===== src/rtl/pc_seq_pkg.sv =====
// Shared definitions for the program-counter sequencer: op encoding and default sizing.
package pc_seq_pkg;

  localparam int DEFAULT_WIDTH     = 32;
  localparam int DEFAULT_STEP      = 4;
  localparam int DEFAULT_RAS_DEPTH = 4;

  typedef enum logic [2:0] {
    OP_NEXT   = 3'd0,
    OP_JUMP   = 3'd1,
    OP_BRANCH = 3'd2,
    OP_CALL   = 3'd3,
    OP_RET    = 3'd4,
    OP_HOLD   = 3'd5
  } op_t;

endpackage


===== src/rtl/pc_sequencer_ras_stack.sv =====
// Circular return-address stack: a write pointer plus a saturating count.
// When the stack is full, a push overwrites the oldest entry.
module ras_stack
  import pc_seq_pkg::*;
#(
  parameter int WIDTH = DEFAULT_WIDTH,
  parameter int DEPTH = DEFAULT_RAS_DEPTH
) (
  input  logic                       clk,
  input  logic                       reset,
  input  logic                       push,
  input  logic                       pop,
  input  logic [WIDTH-1:0]           push_data,
  output logic [WIDTH-1:0]           top_data,
  output logic [$clog2(DEPTH):0]     count,
  output logic                       full,
  output logic                       empty
);

  localparam int AW = $clog2(DEPTH);
  localparam logic [AW-1:0] PTR_ONE  = AW'(1);
  localparam logic [AW:0]   CNT_ONE  = (AW+1)'(1);
  localparam logic [AW:0]   CNT_FULL = (AW+1)'(DEPTH);

  logic [WIDTH-1:0] mem_q [DEPTH];
  logic [AW-1:0]    ptr_q, ptr_d;
  logic [AW:0]      count_q, count_d;

  assign full     = (count_q == CNT_FULL);
  assign empty    = (count_q == '0);
  assign count    = count_q;
  assign top_data = mem_q[ptr_q - PTR_ONE];

  always_comb begin
    ptr_d   = ptr_q;
    count_d = count_q;
    if (push) begin
      ptr_d = ptr_q + PTR_ONE;
      if (!full) count_d = count_q + CNT_ONE;
    end else if (pop && !empty) begin
      ptr_d   = ptr_q - PTR_ONE;
      count_d = count_q - CNT_ONE;
    end
  end

  always_ff @(posedge clk or posedge reset) begin
    if (reset) begin
      ptr_q   <= '0;
      count_q <= '0;
    end else begin
      ptr_q   <= ptr_d;
      count_q <= count_d;
    end
  end

  // NOTE: storage has no reset on purpose; count alone decides which entries are valid.
  always_ff @(posedge clk) begin
    if (push) mem_q[ptr_q] <= push_data;
  end

endmodule


===== src/rtl/pc_sequencer.sv =====
// Program-counter sequencer: sequential step, jump, relative branch and call/return
// through a circular return-address stack. pc is purely registered.
module pc_sequencer
  import pc_seq_pkg::*;
#(
  parameter int                   WIDTH        = DEFAULT_WIDTH,
  parameter int                   STEP         = DEFAULT_STEP,
  parameter logic [WIDTH-1:0]     RESET_VECTOR = '0,
  parameter int                   RAS_DEPTH    = DEFAULT_RAS_DEPTH
) (
  input  logic                          clk,
  input  logic                          reset,
  input  logic                          stall,
  input  logic [2:0]                    op,
  input  logic [WIDTH-1:0]              target,
  output logic [WIDTH-1:0]              pc,
  output logic [$clog2(RAS_DEPTH):0]    ras_count,
  output logic                          ras_overflow,
  output logic                          ras_underflow
);

  localparam logic [WIDTH-1:0] STEP_W = WIDTH'(STEP);

  logic [WIDTH-1:0] pc_q, pc_d;
  logic             ovf_q, ovf_d;
  logic             unf_q, unf_d;
  logic             push, pop, full, empty;
  logic [WIDTH-1:0] top_data;
  op_t              op_e;

  assign op_e = op_t'(op);

  ras_stack #(
    .WIDTH (WIDTH),
    .DEPTH (RAS_DEPTH)
  ) u_ras (
    .clk       (clk),
    .reset     (reset),
    .push      (push),
    .pop       (pop),
    .push_data (pc_q + STEP_W),
    .top_data  (top_data),
    .count     (ras_count),
    .full      (full),
    .empty     (empty)
  );

  // NOTE: every signal gets a default before the case so no latch can be inferred.
  always_comb begin
    pc_d  = pc_q;
    push  = 1'b0;
    pop   = 1'b0;
    ovf_d = 1'b0;
    unf_d = 1'b0;
    if (!stall) begin
      unique case (op_e)
        OP_HOLD:   pc_d = pc_q;
        OP_JUMP:   pc_d = target;
        OP_BRANCH: pc_d = pc_q + target;
        OP_CALL: begin
          push  = 1'b1;
          ovf_d = full;
          pc_d  = target;
        end
        OP_RET: begin
          if (empty) begin
            unf_d = 1'b1;
            pc_d  = pc_q + STEP_W;
          end else begin
            pop  = 1'b1;
            pc_d = top_data;
          end
        end
        default:   pc_d = pc_q + STEP_W;
      endcase
    end
  end

  // NOTE: sequential state uses non-blocking assignments so all registers update together.
  always_ff @(posedge clk or posedge reset) begin
    if (reset) begin
      pc_q  <= RESET_VECTOR;
      ovf_q <= 1'b0;
      unf_q <= 1'b0;
    end else begin
      pc_q  <= pc_d;
      ovf_q <= ovf_d;
      unf_q <= unf_d;
    end
  end

  assign pc            = pc_q;
  assign ras_overflow  = ovf_q;
  assign ras_underflow = unf_q;

endmodule


===== config.mk =====
export PLATFORM = sky130hd
export DESIGN_NAME = pc_sequencer
export DESIGN_NICKNAME = d
export VERILOG_FILES = /design/src/rtl/pc_seq_pkg.sv /design/src/rtl/pc_sequencer_ras_stack.sv /design/src/rtl/pc_sequencer.sv
export SDC_FILE = /design/constraint.sdc
export NUM_CORES = 1
export LEC_CHECK = 0
export CORE_ASPECT_RATIO = 1.75
export CORE_MARGIN = 10
export CORE_UTILIZATION = 48
export DETAILED_ROUTE_END_ITERATION = 8
export HOLD_SLACK_MARGIN = 0.12
export PLACE_DENSITY = 0.71
export RECOVER_POWER = 50
export SYNTH_ARGS = -nofsm -noshare
export SYNTH_HDL_FRONTEND = slang
export SYNTH_SLANG_ARGS = --single-unit

===== constraint.sdc =====
create_clock -name clk -period 3.25 [get_ports clk]
set_clock_uncertainty 0.05 [all_clocks]
set_input_delay 0.8125 -clock clk [delete_from_list [all_inputs] [get_ports clk]]
set_output_delay 0.8125 -clock clk [all_outputs]
set_load 0.02 [all_outputs]

==> results of run 1 <==
==> cell type report <==
| class | instances | area, um2 |
|---|---|---|
| Fill cell | 1554 | 7350 |
| Sequential cell | 167 | 4820 |
| Multi-Input combinational cell | 533 | 4240 |
| Timing Repair Buffer | 187 | 1630 |
| Clock buffer | 17 | 425 |
| Tap cell | 241 | 302 |
| Clock inverter | 15 | 190 |
| Inverter | 20 | 75.1 |
==> worst max-delay path by stage <==
stage	from	end	slack [ns]	depth (start not counted)
floorplan	target[0]	pc[30]$_DFFE_PP0P_	0.08	11
global placement	target[0]	pc[18]$_DFFE_PP0P_	-0.60	14
detailed placement	target[0]	pc[18]$_DFFE_PP0P_	-0.62	14
CTS	target[0]	pc[26]$_DFFE_PP0P_	0.009	14
global route	target[1]	pc[25]$_DFFE_PP0P_	0.007	12
finish	target[1]	pc[26]$_DFFE_PP0P_	0.14	13
==> kinds of logic (layout without fill, tap and decap cells) <==
| group | after synthesis | count (layout) | synth area share (%) |
|---|---|---|---|
| and+or+nand+nor | 200 | 200 | 10.8 |
| DFF | 167 | 167 | 52.2 |
| AOI/OAI and AO/OA | 202 | 202 | 15.4 |
| xor gates and xnor gates | 56 | 56 | 5.39 |
| muxes | 37 | 37 | 8.37 |
| adders and majority gates | 38 | 38 | 5.31 |
| buffers and inverters | 58 | 239 | 2.56 |
==> per-layer routing <==
layer  GRT usage [%]  vias to the layer above  part of all wire, %
li1                -                     3296                    -
met3            4.16                       64                  4.4
met1            22.0                     3667                   37
met4            9.33                        0                  3.7
met2            40.2                      232                   55
met5               0                        -                    0
==> timing repair <==
item                       4_1_cts  5_1_grt
pin swaps                        0        7
setup buffers                    0        4
resized for setup               10       12
hold endpoints to repair         0        0
setup endpoints to repair       10       17
==> cells in the mapped netlist, types with 3 or more instances <==
master    number
and3_1        13
clkbuf_1      25
inv_1         20
a22oi_1        3
nand2_1       49
nor4b_1        3
or3_1          5
nand3_1       21
a222oi_1       3
o21a_1         7
mux2i_1        3
a31oi_1        8
xnor2_1       36
nor2b_1        5
a21oi_1       48
nor3_1        18
o211ai_1       5
a221o_1       16
ha_1          36
o22ai_1        6
xor2_1        19
o21ai_0       26
nand4_1        9
edfxtp_1     128
dfrtp_1       39
o21bai_1       4
buf_2          9
a221oi_1      18
a211oi_1       6
mux4_2        32
nor2_1        55
and2_1        10
a21o_1        23
a21boi_0       3
==> per-stage QoR <==
step,utilization [%],instance area [um2],setup TNS (ns),cells
2_1_floorplan,-,9240,0,758
3_3_place_gp,58.1,11100,-7.61,1144
3_5_place_dp,58.1,11100,-8.53,1144
4_1_cts,61.5,11700,0,1176
5_1_grt,61.4,11700,0,1180
6_report,61.4,11700,0,1180
==> power by group <==
group / switching [mW] / total [mW] / leakage (nW) / internal (mW)
clock network: 0.917 / 2.15 / 0.298 / 1.23
logic: 2.21 / 4.22 / 2.54 / 2.00
registers: 0.309 / 2.99 / 1.60 / 2.69
total: 3.44 / 9.36 / 4.44 / 5.92
==> registers in the layout, indices dropped and copies added (netlist names) <==
name and cells:
pc 32, u_ras.mem_q 128, ras_underflow 1, u_ras.count 3, u_ras.ptr_q 2, ras_overflow 1
==> worst max-delay path: cells and delay by family <==
| family | cells | cell delay [ns] |
|---|---|---|
| buffers and inverters | 4 | 0.89 |
| AND/OR/NAND/NOR | 2 | 0.35 |
| adder cells (fa/ha/maj) | 1 | 0.35 |
| AO/OA/AOI/OAI | 6 | 1.02 |
==> metrics.txt, run 1 <==
Crit. End Element flop; Yosys top cell by area edfxtp_1; RSZ-0062 raised after global routing false; layout net count about 1000; 1st-pass router iterations 5; post-synthesis sequential area ratio between 50% and 60%; Tightest Hold Check Type reg -> reg; WS Path Type in -> reg; Post-Syn Instances between 700 and 800; critical path cell sequence clkdlybuf4s50_1 -> inv_1 -> fa_2 -> nor2b_2 -> o2111ai_2 -> a32oi_1 -> buf_4 -> a21oi_4 -> buf_6 -> nor3_4 -> o211ai_1 -> a211o_1 -> a31oi_1; actual slew at the worst max-slew pin between 1 and 1.5 ns; Die X 125 um; number of H-tree levels 4; critical path arrival 3.42 ns; Final Hold Slack around 0.5 ns; CP required 3.56 ns; EDFF count, synth ~130; WHS Endpoint u_ras.count[2]$_DFFE_PP0P_; Worst R2R Start pc[2]$_DFFE_PP0P_; share of cells above drive strength 1 20.6%; r2r setup slk ~0.29 ns; top cell type's share of synthesized area 41.6%; Hold Buf Count CTS 0; Reg2Reg Depth 10; final setup vio count 0; CP peak stage delay 0.51 ns; initial antenna violation count 0; clock transition at the registers of the reported paths roughly 0.070 ns; core region area about 19000 um2; HPWL after DPL 19000 um; Worst path slowest cell clkdlybuf4s50_1; Worst VDD drop 0.501 mV; total grt overflow 0; Worst setup SP type input pin; Post-synth ARST share between 20% and 30%; num rows 67; Post-Route WL around 27000 um; total track usage 21.2%; most frequent cells in the layout 128 x edfxtp_1, 94 x buf_4, 59 x clkdlybuf4s50_1, 55 x nor2_1, 49 x nand2_1; via count just over 7000; clk sinks 167; CTS Buf Count 17; TritonCTS clock tree done; Routed Antenna Nets 0; WL/cell 23.0 um; PnR worst setup slack 0.144 ns; synth top area cells edfxtp_1 42%, dfrtp_1 11%, mux4_2 7.8%; Worst slew margin 4.44%; drc violations 0; #FFs+latches synth 167; area delta synth->final 26.4%; P_leak 4.44 nW; status complete, no violations; clk buf depth 2; worst-skew pair later-pin latency 0.44 ns; DR vias/cell 6.15; hold path startpoint u_ras.count[2]$_DFFE_PP0P_; vias in the first global route approximately 7700; Pins Over Slew Limit 0; initial core utilization 48.5%; top_reg_cell synth edfxtp_1; Max-Cap Viols 0; period utilization between 90% and 100%; largest net degree at the start of global routing 35; DRT iter0 DRCs 488; ANT cells 0; synthesized cell area 9240 um2; fmax 0.322 GHz; root buffer cell clkbuf_16; Final Critical Period 3.11 ns; I/O pin count 75; RD Place Congestion between 0.9 and 1; Yosys warnings 0; first-pass GRT wire length 42300 um; Yosys cell types 67; Power Density 801 nW/um2; Max FO, Critical Path 3; Power Total 9.36 mW; r2r endpoint pc[25]$_DFFE_PP0P_; syn avg cell area 12.2 um2; port bufs 74; total die area 25400 um2; syn nets about 830; Fin. Hold Viols 0; pre-CTS WS -0.622 ns; chip height 203 um; Worst Hold Depth 1; commonest non-fill, non-tap cell in the layout edfxtp_1
Note: power is estimated with default switching activity, not from simulation.
==> run 2: changes to the inputs <==
CORE_MARGIN = unset   (was 10)
SLEW_MARGIN = 5   (was unset)
==> run 2 against run 1 <==
Against the previous run:
- critical path depth decreased by 1
- cell count decreased by 0.68%
- setup slack worse by 0.065 ns
- routed wire length down 2.8%
- via count rose by 0.26%
- critical path type unchanged
- critical endpoint is now pc[31]$_DFFE_PP0P_
- largest cell class unchanged
==> metrics.txt, run 2 (same netlist as run 1, synthesis figures left out) <==
layout net count 997 (was 1002); clk buf depth 2 (unchanged); CP peak stage delay 0.48 ns (was 0.51 ns); fmax 0.315 GHz (was 0.322 GHz); Placed Area 11000 um2 (was 11100 um2); Comb pwr share 45.0% (was 45.1%); critical path cell sequence clkdlybuf4s50_1 -> ha_1 -> and3_1 -> o2111a_1 -> o21ai_1 -> o21ai_1 -> a21oi_1 -> buf_4 -> o21ai_0 -> buf_4 -> mux2i_1 -> a21oi_1 (was clkdlybuf4s50_1 -> inv_1 -> fa_2 -> nor2b_2 -> o2111ai_2 -> a32oi_1 -> buf_4 -> a21oi_4 -> buf_6 -> nor3_4 -> o211ai_1 -> a211o_1 -> a31oi_1); Tightest Hold Check Type reg -> reg (unchanged); met3 wire length 1150 um (was 1210 um); internal power 5.85 mW (was 5.92 mW); Worst setup SP type input pin (unchanged); Max-Cap Viols 0 (unchanged); drc violations 0 (unchanged); final setup vio count 0 (unchanged); most frequent cells in the layout 128 x edfxtp_1, 94 x buf_4, 57 x clkdlybuf4s50_1, 55 x nor2_1, 49 x nand2_1 (was 128 x edfxtp_1, 94 x buf_4, 59 x clkdlybuf4s50_1, 55 x nor2_1, 49 x nand2_1); DRT iter0 DRCs 410 (was 488); share of cells above drive strength 1 20.8% (was 20.6%); Final Critical Period 3.17 ns (was 3.11 ns); Clock power frac 22.3% (was 22.9%); vias in the first global route 7855 (was 7673); total grt overflow 0 (unchanged); Fin. Hold Viols 0 (unchanged); crit path buf inv count 3 (was 4); initial core utilization 49.3% (was 48.5%); Max Used Layer met4 (unchanged); clock transition at the registers of the reported paths 0.06 ns (was 0.07 ns); Layout Cell Area excl Fill 11600 um2 (was 11700 um2); RD Place Congestion 0.934 (was 0.932); Sw Ratio 36.6% (was 36.8%); Max FO, Critical Path 4 (was 3); status complete, no violations (unchanged); initial antenna violation count 0 (unchanged); HPWL after DPL 19300 um (was 19000 um); core region area 18700 um2 (was 19000 um2); switching pwr 3.37 mW (was 3.44 mW); Most flops, register u_ras.mem_q (unchanged); RSZ-0062 raised after global routing false (unchanged); chip height 185 um (was 203 um); clk sinks 167 (unchanged); Layout Cells excl Fill 1172 (was 1180); total die area 19800 um2 (was 25400 um2); sequential power share 32.7% (was 32.0%); wire length on met2 14200 um (was 15000 um); CP required 3.51 ns (was 3.56 ns); largest net degree at the start of global routing 37 (was 35); WL/cell 22.5 um (was 23.0 um); WS Path Type in -> reg (unchanged); total track usage 28.0% (was 21.2%); Crit. End Element flop (unchanged); I/O pin count 75 (unchanged); critical path arrival 3.43 ns (was 3.42 ns); DR vias/cell 6.21 (was 6.15); worst-skew pair later-pin latency 0.44 ns (about the same); area delta synth->final 25.7% (was 26.4%); period utilization 97.6% (was 95.6%); Worst VDD drop 0.465 mV (was 0.501 mV); max reg flops 128 (unchanged); Worst slew margin 9.34% (was 4.44%); Power Density 795 nW/um2 (was 801 nW/um2); Die X 107 um (was 125 um); commonest non-fill, non-tap cell in the layout edfxtp_1 (unchanged); first-pass GRT wire length 40900 um (was 42300 um); via count 7278 (was 7259); CTS Buf Count 17 (unchanged); root buffer cell clkbuf_16 (unchanged); 1st-pass router iterations 5 (unchanged); wl on met1 9280 um (was 9940 um); Pins Over Slew Limit 0 (unchanged); Final Hold Slack 0.507 ns (was 0.502 ns); P_leak 4.42 nW (was 4.44 nW); Worst path slowest cell clkdlybuf4s50_1 (unchanged); CP top delay family compound AO/OA/AOI/OAI gates (unchanged); ANT cells 0 (unchanged); num rows 66 (was 67); Routed Antenna Nets 0 (unchanged); port bufs 74 (unchanged); Placed Cells 1137 (was 1144); actual slew at the worst max-slew pin 1.36 ns (was 1.43 ns); Post-Route WL 26400 um (was 27200 um); TritonCTS clock tree done (unchanged); number of H-tree levels 4 (unchanged)
## run 2: changes by cell type in the layout (fill, tap and decap cells not counted), moves of 2 or more
| cell | change |
|---|---|
| clkbuf_2 | +5 |
| clkbuf_4 | -4 |
| clkbuf_1 | -3 |
| clkbuf_8 | +2 |
| clkdlybuf4s50_1 | -2 |
| dlygate4sd3_1 | +2 |
## run 2: power by group through the flow
| stage | Clock, mW | Combinational (mW) | Sequential [mW] |
|---|---|---|---|
| 3_3_place_gp | 0 | 3.99 | 3.04 |
| 5_1_grt | 2.16 | 4.48 | 3.05 |
| 3_5_place_dp | 0 | 4.07 | 3.06 |
| 4_1_cts | 2.09 | 4.17 | 3.02 |
| 2_1_floorplan | 0 | 2.44 | 3.12 |
| 6_report | 2.05 | 4.15 | 3.02 |
## run 2: path summary, 6_finish.rpt
path                                                    to  slack [ns]  cells after the start                  startpoint
worst max-delay path                    pc[31]$_DFFE_PP0P_        0.08                     12                   target[9]
worst min-delay path            u_ras.count[2]$_DFFE_PP0P_        0.51                      1  u_ras.count[2]$_DFFE_PP0P_
worst max register to register          pc[28]$_DFFE_PP0P_        0.22                      9           pc[2]$_DFFE_PP0P_
worst min register to register  u_ras.count[2]$_DFFE_PP0P_        0.51                      1  u_ras.count[2]$_DFFE_PP0P_
max in group asynchronous               pc[31]$_DFFE_PP0P_        0.42                      3                       reset
min in group asynchronous       u_ras.ptr_q[0]$_DFFE_PP0P_        0.98                      2                       reset
## run 2: cell type report
class                   count  area, um2
flip-flops and latches    167       4820
well taps                 238        298
clock inverters            12        140
clock buffers              20        457
inverters                  20       75.1
multi-input cells         533       4250
repair buffers            182       1570
fillers                  1463       7140
## run 2: metal layers
metal  GRT usage [%]  vias up
met3            4.24      103
met4            20.3        0
met1            28.4     3591
li1                -     3282
met5               0        -
met2            51.6      302
## run 2: through the flow
step | power (mW) | worst slack, ns | util (%) | TNS (ns)
CTS | 9.27 | 0.0714 | 62.0 | 0
detailed placement | 7.13 | -0.719 | 58.4 | -10.28
global route | 9.69 | 0.0133 | 61.9 | 0
floorplan | 5.57 | 0.0814 | - | 0
finish | 9.23 | 0.0788 | 61.9 | 0
global placement | 7.03 | -0.656 | 58.4 | -9.43
## run 2: timing repair
| item | CTS | global route |
|---|---|---|
| hold buffers | 0 | 0 |
| pin swaps | 3 | 5 |
| resized for setup | 16 | 8 |
| endpoints found under the setup margin | 10 | 9 |
| buffers inserted | 3 | 0 |
